File: src/rtl/frame_sequencer.sv
// Frame counter sequencer: advances a frame number on VSync ticks with
// run/pause, single-step, direction and speed control, plus a fading trail length.
module frame_sequencer #(
  parameter int unsigned FRAME_BITS  = 9,
  parameter int unsigned MAX_PERSIST = 14
) (
  input  logic                  clk,
  input  logic                  rst_n,
  input  logic                  vsync,
  input  logic                  run,
  input  logic                  step,
  input  logic                  dir,
  input  logic [2:0]            speed,
  output logic [FRAME_BITS-1:0] frame_no,
  output logic [3:0]            persist_len,
  output logic                  frame_tick,
  output logic                  paused
);

  typedef enum logic {RUN, PAUSE} state_t;

  state_t                state, state_next;
  logic                  run_m, run_s;
  logic                  step_m, step_s, step_d;
  logic                  dir_m, dir_s;
  logic [2:0]            speed_m, speed_s;
  logic                  prev_vsync;
  logic [2:0]            div_cnt, div_next;
  logic                  step_pending, pend_next;
  logic [FRAME_BITS-1:0] frame_next;
  logic [3:0]            persist_next;
  logic                  step_rise;
  logic                  advance;

  assign step_rise = step_s & ~step_d;

  always_ff @(posedge clk or negedge rst_n) begin
    if (!rst_n) begin
      run_m        <= 1'b0;
      run_s        <= 1'b0;
      step_m       <= 1'b0;
      step_s       <= 1'b0;
      step_d       <= 1'b0;
      dir_m        <= 1'b0;
      dir_s        <= 1'b0;
      speed_m      <= '0;
      speed_s      <= '0;
      prev_vsync   <= 1'b1;
      frame_tick   <= 1'b0;
      state        <= RUN;
      frame_no     <= '0;
      persist_len  <= 4'(MAX_PERSIST);
      div_cnt      <= '0;
      step_pending <= 1'b0;
      paused       <= 1'b0;
    end else begin
      run_m        <= run;
      run_s        <= run_m;
      step_m       <= step;
      step_s       <= step_m;
      step_d       <= step_s;
      dir_m        <= dir;
      dir_s        <= dir_m;
      speed_m      <= speed;
      speed_s      <= speed_m;
      prev_vsync   <= vsync;
      frame_tick   <= vsync & ~prev_vsync;
      state        <= state_next;
      frame_no     <= frame_next;
      persist_len  <= persist_next;
      div_cnt      <= div_next;
      step_pending <= pend_next;
      paused       <= (state_next == PAUSE);
    end
  end

  always_comb begin
    state_next   = state;
    persist_next = persist_len;
    div_next     = div_cnt;
    pend_next    = step_pending;
    advance      = 1'b0;

    // Only one step per tick: a flag, so extra edges before the tick collapse.
    if (state == PAUSE && step_rise)
      pend_next = 1'b1;

    if (frame_tick) begin
      unique case (state)
        RUN: begin
          if (!run_s) begin
            state_next = PAUSE;
          end else if (div_cnt >= speed_s) begin
            // >= so that lowering speed below div_cnt advances immediately
            advance  = 1'b1;
            div_next = '0;
          end else begin
            div_next = div_cnt + 3'd1;
          end
        end
        PAUSE: begin
          if (run_s) begin
            state_next   = RUN;
            div_next     = '0;
            persist_next = 4'(MAX_PERSIST);
            pend_next    = 1'b0;
          end else if (step_pending || step_rise) begin
            advance      = 1'b1;
            pend_next    = 1'b0;
            persist_next = 4'd1;
          end else if (persist_len != 4'd0) begin
            persist_next = persist_len - 4'd1;
          end
        end
        default: state_next = RUN;
      endcase
    end

    frame_next = frame_no;
    if (advance)
      frame_next = dir_s ? frame_no - FRAME_BITS'(1) : frame_no + FRAME_BITS'(1);
  end

endmodule

File: config.mk
export PLATFORM = sky130hd
export DESIGN_NAME = frame_sequencer
export DESIGN_NICKNAME = d
export VERILOG_FILES = /design/src/rtl/frame_sequencer.sv
export SDC_FILE = /design/constraint.sdc
export NUM_CORES = 1
export LEC_CHECK = 0
export CELL_PAD_IN_SITES_DETAIL_PLACEMENT = 1
export CELL_PAD_IN_SITES_GLOBAL_PLACEMENT = 1
export CORE_ASPECT_RATIO = 0.7
export CORE_UTILIZATION = 42
export DETAILED_ROUTE_END_ITERATION = 16
export PLACE_DENSITY = 0.82
export SETUP_SLACK_MARGIN = 0.2
export SKIP_LAST_GASP = 1
export SYNTH_ARGS = -nofsm -noshare
export SYNTH_HDL_FRONTEND = slang
export SYNTH_SLANG_ARGS = --single-unit
File: constraint.sdc
create_clock -name clk -period 2.2 [get_ports clk]
set_input_delay 0.66 -clock clk [delete_from_list [all_inputs] [get_ports clk]]
set_output_delay 0.66 -clock clk [all_outputs]
set_load 0.01 [all_outputs]
Word level (Yosys, flattened, before mapping)
Cells that the tools add are included.
{ "totals": {"ff_bits": 33, "in_bits": 9, "output_inout_bits": 15} }
{ "op_classes": {"muxes": 20, "n_bitwise": 5, "add_sub_neg": 4, "order_cmp": 1, "n_reduce_logical": 6, "eq_ne": 2} }
{ "ops": {"columns": ["cell", "count"], "rows": [
  ["2-to-1 mux 4 bit", 3],
  ["2-to-1 mux 1 bit", 11],
  ["adder 9 x 1 -> 9 bit (second input constant)", 1],
  ["2-to-1 mux 3 bit", 3],
  ["2-to-1 mux 9 bit", 1],
  ["subtractor 9 x 1 -> 9 bit (second input constant)", 1],
  ["one-hot mux 3 bit (2 select lines)", 1],
  ["AND reduction 3 bit", 2],
  ["nonzero test 4 bit", 1],
  ["subtractor 4 x 1 -> 4 bit (second input constant)", 1],
  ["adder 3 x 1 -> 3 bit (second input constant)", 1],
  [">= comparator 3 bit", 1],
  ["NOT 1 bit", 3],
  ["nonzero test 3 bit", 1],
  ["AND 1 bit", 2],
  ["!= test 2 x 1 -> 1 bit (second input constant)", 1],
  ["!= test 2 bit (second input constant)", 1],
  ["one-hot mux 1 bit (2 select lines)", 1],
  ["logical AND 1 bit", 1],
  ["logical OR 1 bit", 1]
]} }

Longest topological paths before layout
{ "depth": {"ltp_word": 8, "ltp_mapped": 8} }

Least setup slack after synthesis
Ideal clock, no wire load.
{ "synth_path": {"path_kind": "reg2reg", "from": "register frame_no[0]", "to": "register frame_no[8]", "slack_ns": 0.284, "arrival_ns": 1.837, "stages_incl_launch_ff": 7, "period_less_slack_ns": 1.916, "n_path_buf": 0, "cell_sequence": "dfrtp_1 > fa_1 > a211oi_1 > o21ai_1 > a311o_1 > nand4_1 > xnor2_1"} }
{ "synth_via": {"elab_chain_len": 2, "elab_cells_between_ends": 3} }
{ "synth_lines": {"columns": ["element", "line_no", "rtl"], "rows": [
  ["start: declaration", "14", "output logic [FRAME_BITS-1:0] frame_no,"],
  ["start signal: assignment", "69", "frame_no <= frame_next;"],
  ["adder 9 x 1 -> 9 bit / subtractor 9 x 1 -> 9 bit (equally long branches)", "121", "frame_next = dir_s ? frame_no - FRAME_BITS'(1) : frame_no + FRAME_BITS'(1);"],
  ["2-to-1 mux 9 bit (*)", "121", null]
]} }
Every way passes the cells marked *; elsewhere a longest branch is shown, timed or not.
A chain may end at the register's enable or synchronous reset.

Worst setup path in the final report
Ends and elaborated chain as after synthesis.

==> summary.md <==
| Metric | Value |
|---|---|
| Status | completed |
| GRT overflow | 0 |
| Overall die width | 75.75 µm |
| Share of cells above drive strength 1 | 17.58% |
| Synth Area in XOR/XNOR | 4.382% |
| Syn_area_per_cell | 12.02 µm² |
| Routability-driven placement congestion ratio | 0.7574 |
| Hold-fix buffers at CTS | 0 |
| Clk root buf | clkbuf_8 |
| DR pass1 iterations | 4 |
| Buffers & Inverters on Critical Path | 0 |
| Largest delay share family, worst path | compound AO/OA/AOI/OAI gates |
| TritonCTS clock tree | built |
| Antenna cells | 0 |
| I/O Pins | 24 |
| Hold Path Class | reg -> reg |
| Crit Path Class | reg -> reg |
| RSZ-0062 raised after global routing | true |
| Peak VDD IR | 0.0006083 V |
| Die area | 4062 µm² |
| Worst path cell trace | fa_1 > a211oi_2 > o21ai_1 > a311o_1 > nand4_1 > xnor2_1 |
| Vias in the first global route | 1237 |
| Die height | 53.63 µm |
| First-pass GRT wire length | 5595 µm |
| Fin crit share | 88.13% |
| Setup TNS | 0 ps |
| Clock period minus worst slack | 1939 ps |
| Mapped cell area | 1599 µm² |
| Cell Pwr Density | 1264 nW/µm² |
| CP max stage cell | fa_1 |
| CTS Buffer Depth | 2 |
| Filler instances | 372 |
| Setup ws final | 261.1 ps |
| Startpoint types | flip-flop |
| Largest net degree at the start of global routing | 34 |
| Sink count of the clock tree | 33 |
| Port Buffer Count | 23 |
| Synth Warn # | 0 |
| Synth area leader | dfrtp_1 |
| Synthesized net count | 156 |
| Main area contributors after synthesis | dfrtp_1 (45%), ha_1 (10%), dfstp_2 (6.6%) |
| Max-cap violations | 0 |
| Crit path DAT | 2150 ps |
| Most common library cell in the layout ignoring fill and taps | dfrtp_1 |
| DR vias/cell | 5.209 |
| Adder-cell share of the synthesized area | 11.42% |
| Number of synthesized flops with an enable pin | 0 |
| Yosys cell types | 34 |
| Most used DFF post-synth | dfrtp_1 |
| Site Rows | 18 |
| Worst-path maximum fanout | 5 |
| Clock latency at the later pin of the worst-skew pair | 280 ps |
| All-layer global routing usage | 19.67% |
| Routed Antenna Nets | 0 |
| Fmax | 515.8 MHz |
| Register area | 835.8 µm² |
| Main combinational cell family by area after synthesis | compound AO/OA/AOI/OAI gates |
| Relative slew margins | 70.99% |
| Complex-gate fraction of the synthesized area | 15.57% |
| Initial antenna violation count | 0 |
| Final Max Tran Viols | 0 |
| Multi-input gate area | 737.0 µm² |
| Core ar. | 3581 µm² |
| Clk pin slew, worst setup/hold paths | 70 ps |
| Final Setup Violations | 0 |
| Final Cell Area | 1987 µm² |
| Critical Path Sink Type | flip-flop |
| DP HPWL | 2427 µm |
| Residual DRC | 0 |
| Initial drt markers | 45 |
| Most frequent cells in the layout | dfrtp_1 (25), clkdlybuf4s50_1 (20), ha_1 (12) |
| Area growth syn-to-layout | 24.26% |
| Routed wire length | 3354 µm |
| Worst-margin pin slew | 433.2 ps |
| H-tree depth | 2 |
| Placed Area | 1891 µm² |
| Starting Density | 44.65% |
| Register area share after synthesis | 51.96% |
| Synth top area share | 45.38% |
| Post-synthesis simple-gate area fraction | 7.746% |
| Vias | 1120 |
| Slowest stage delay, CP | 490 ps |
| CTS buffer count | 5 |
| Clk_skew | 3.449 ps |
| Pre-CTS WS | 143.6 ps |
| Mux cell area share after synthesis | 6.495% |
| Final hold vios | 0 |
| Cells after Synth | 133 |
| Critical path required time | 2410 ps |
| Routed len/inst | 15.60 µm |
| Async S/R FF share, synth | 100.0% |
| Nets | 187 |
| Pleak | 0.0009089 µW |
| Seq cells post-synth | 33 |
[cell type report]
cell class              instances  share of cell area (%)
inverters                       6                   1.133
well taps                      50                   3.149
repair buffers                 26                   12.53
flip-flops and latches         33                   42.07
multi-input cells              92                   37.09
clock buffers                   8                   4.030
[metal layers]
metal | GRT usage (%) | vias up | share of wire [%]
met5 | 0 | - | 0
met4 | 5.247 | 0 | 0.83
met3 | 7.303 | 6 | 4.3
met2 | 32.60 | 19 | 47
met1 | 24.32 | 556 | 48
li1 | - | 539 | -
[what timing repair did]
item,in CTS,in global routing
pin swaps,0,0
gates resized for setup,5,5
endpoints found under the setup margin,6,4
buffers inserted,1,0
[stage by stage]
stage	utilization (%)	std cells	power [µW]	hold WS (ps)
2_1_floorplan	-	133	1624	331.2
3_3_place_gp	52.80	206	2010	333.6
3_5_place_dp	52.80	206	2081	336.3
4_1_cts	55.21	215	2515	351.2
5_1_grt	55.49	215	2684	358.8
6_report	55.49	215	2511	351.6
[worst register-to-register path: stages, from the launching register on]
cell and delay, ps:
dfrtp_2 450, fa_1 490, a211oi_2 190, o21ai_1 140, a311o_1 370, nand4_1 100
xnor2_1 120
[synthesized netlist by cell type, types with 2 or more instances]
cell       n
a21o_1     7
nor2b_1    3
nor3_1     2
a22o_1     3
o21bai_1   3
dfrtp_1   29
ha_1      13
dfstp_2    4
xnor2_1    6
nand4_1    2
xor2_1     2
nor2_1    10
mux2_2     7
inv_1      6
a21oi_1    6
nand3_1    2
a211oi_2   2
nand2_1    7
o21ai_0    4
[cell families (layout without fill, tap and decap cells)]
kind of cell,after synthesis,count (layout)
compound gates,34,34
xor+xnor,8,8
fa+ha+maj,14,14
buf+inv,8,40
flops,33,33
mux,9,9
simple gates,27,27
[power breakdown]
group,internal [µW],switching (µW),total (µW)
combinational,599,528,1130
sequential,782,162,944
clock,225,214,439
total,1610,905,2510
[flip-flops by register name, summed over array words and instances, names as in the netlist]
| register | cells |
|---|---|
| dir_s | 1 |
| prev_vsync | 1 |
| speed_m | 3 |
| step_d | 1 |
| dir_m | 1 |
| step_pending | 1 |
| frame_no | 9 |
| state | 1 |
| frame_tick | 1 |
| persist_len | 4 |
| run_s | 1 |
| speed_s | 3 |
| run_m | 1 |
| div_cnt | 3 |
| step_m | 1 |
| step_s | 1 |
[final timing paths]
check	startpoint	to	cells after the start	slack [ps]
worst max-delay path	frame_no[0]	frame_no[8]	6	260
worst min-delay path	run_m	run_s	0	350
worst max register to register	frame_no[0]	frame_no[8]	6	260
worst min register to register	run_m	run_s	0	350
max in group asynchronous	rst_n	persist_len[3]	2	1090
min in group asynchronous	rst_n	frame_no[5]	2	770
Note: power is estimated with default switching activity, not from simulation.
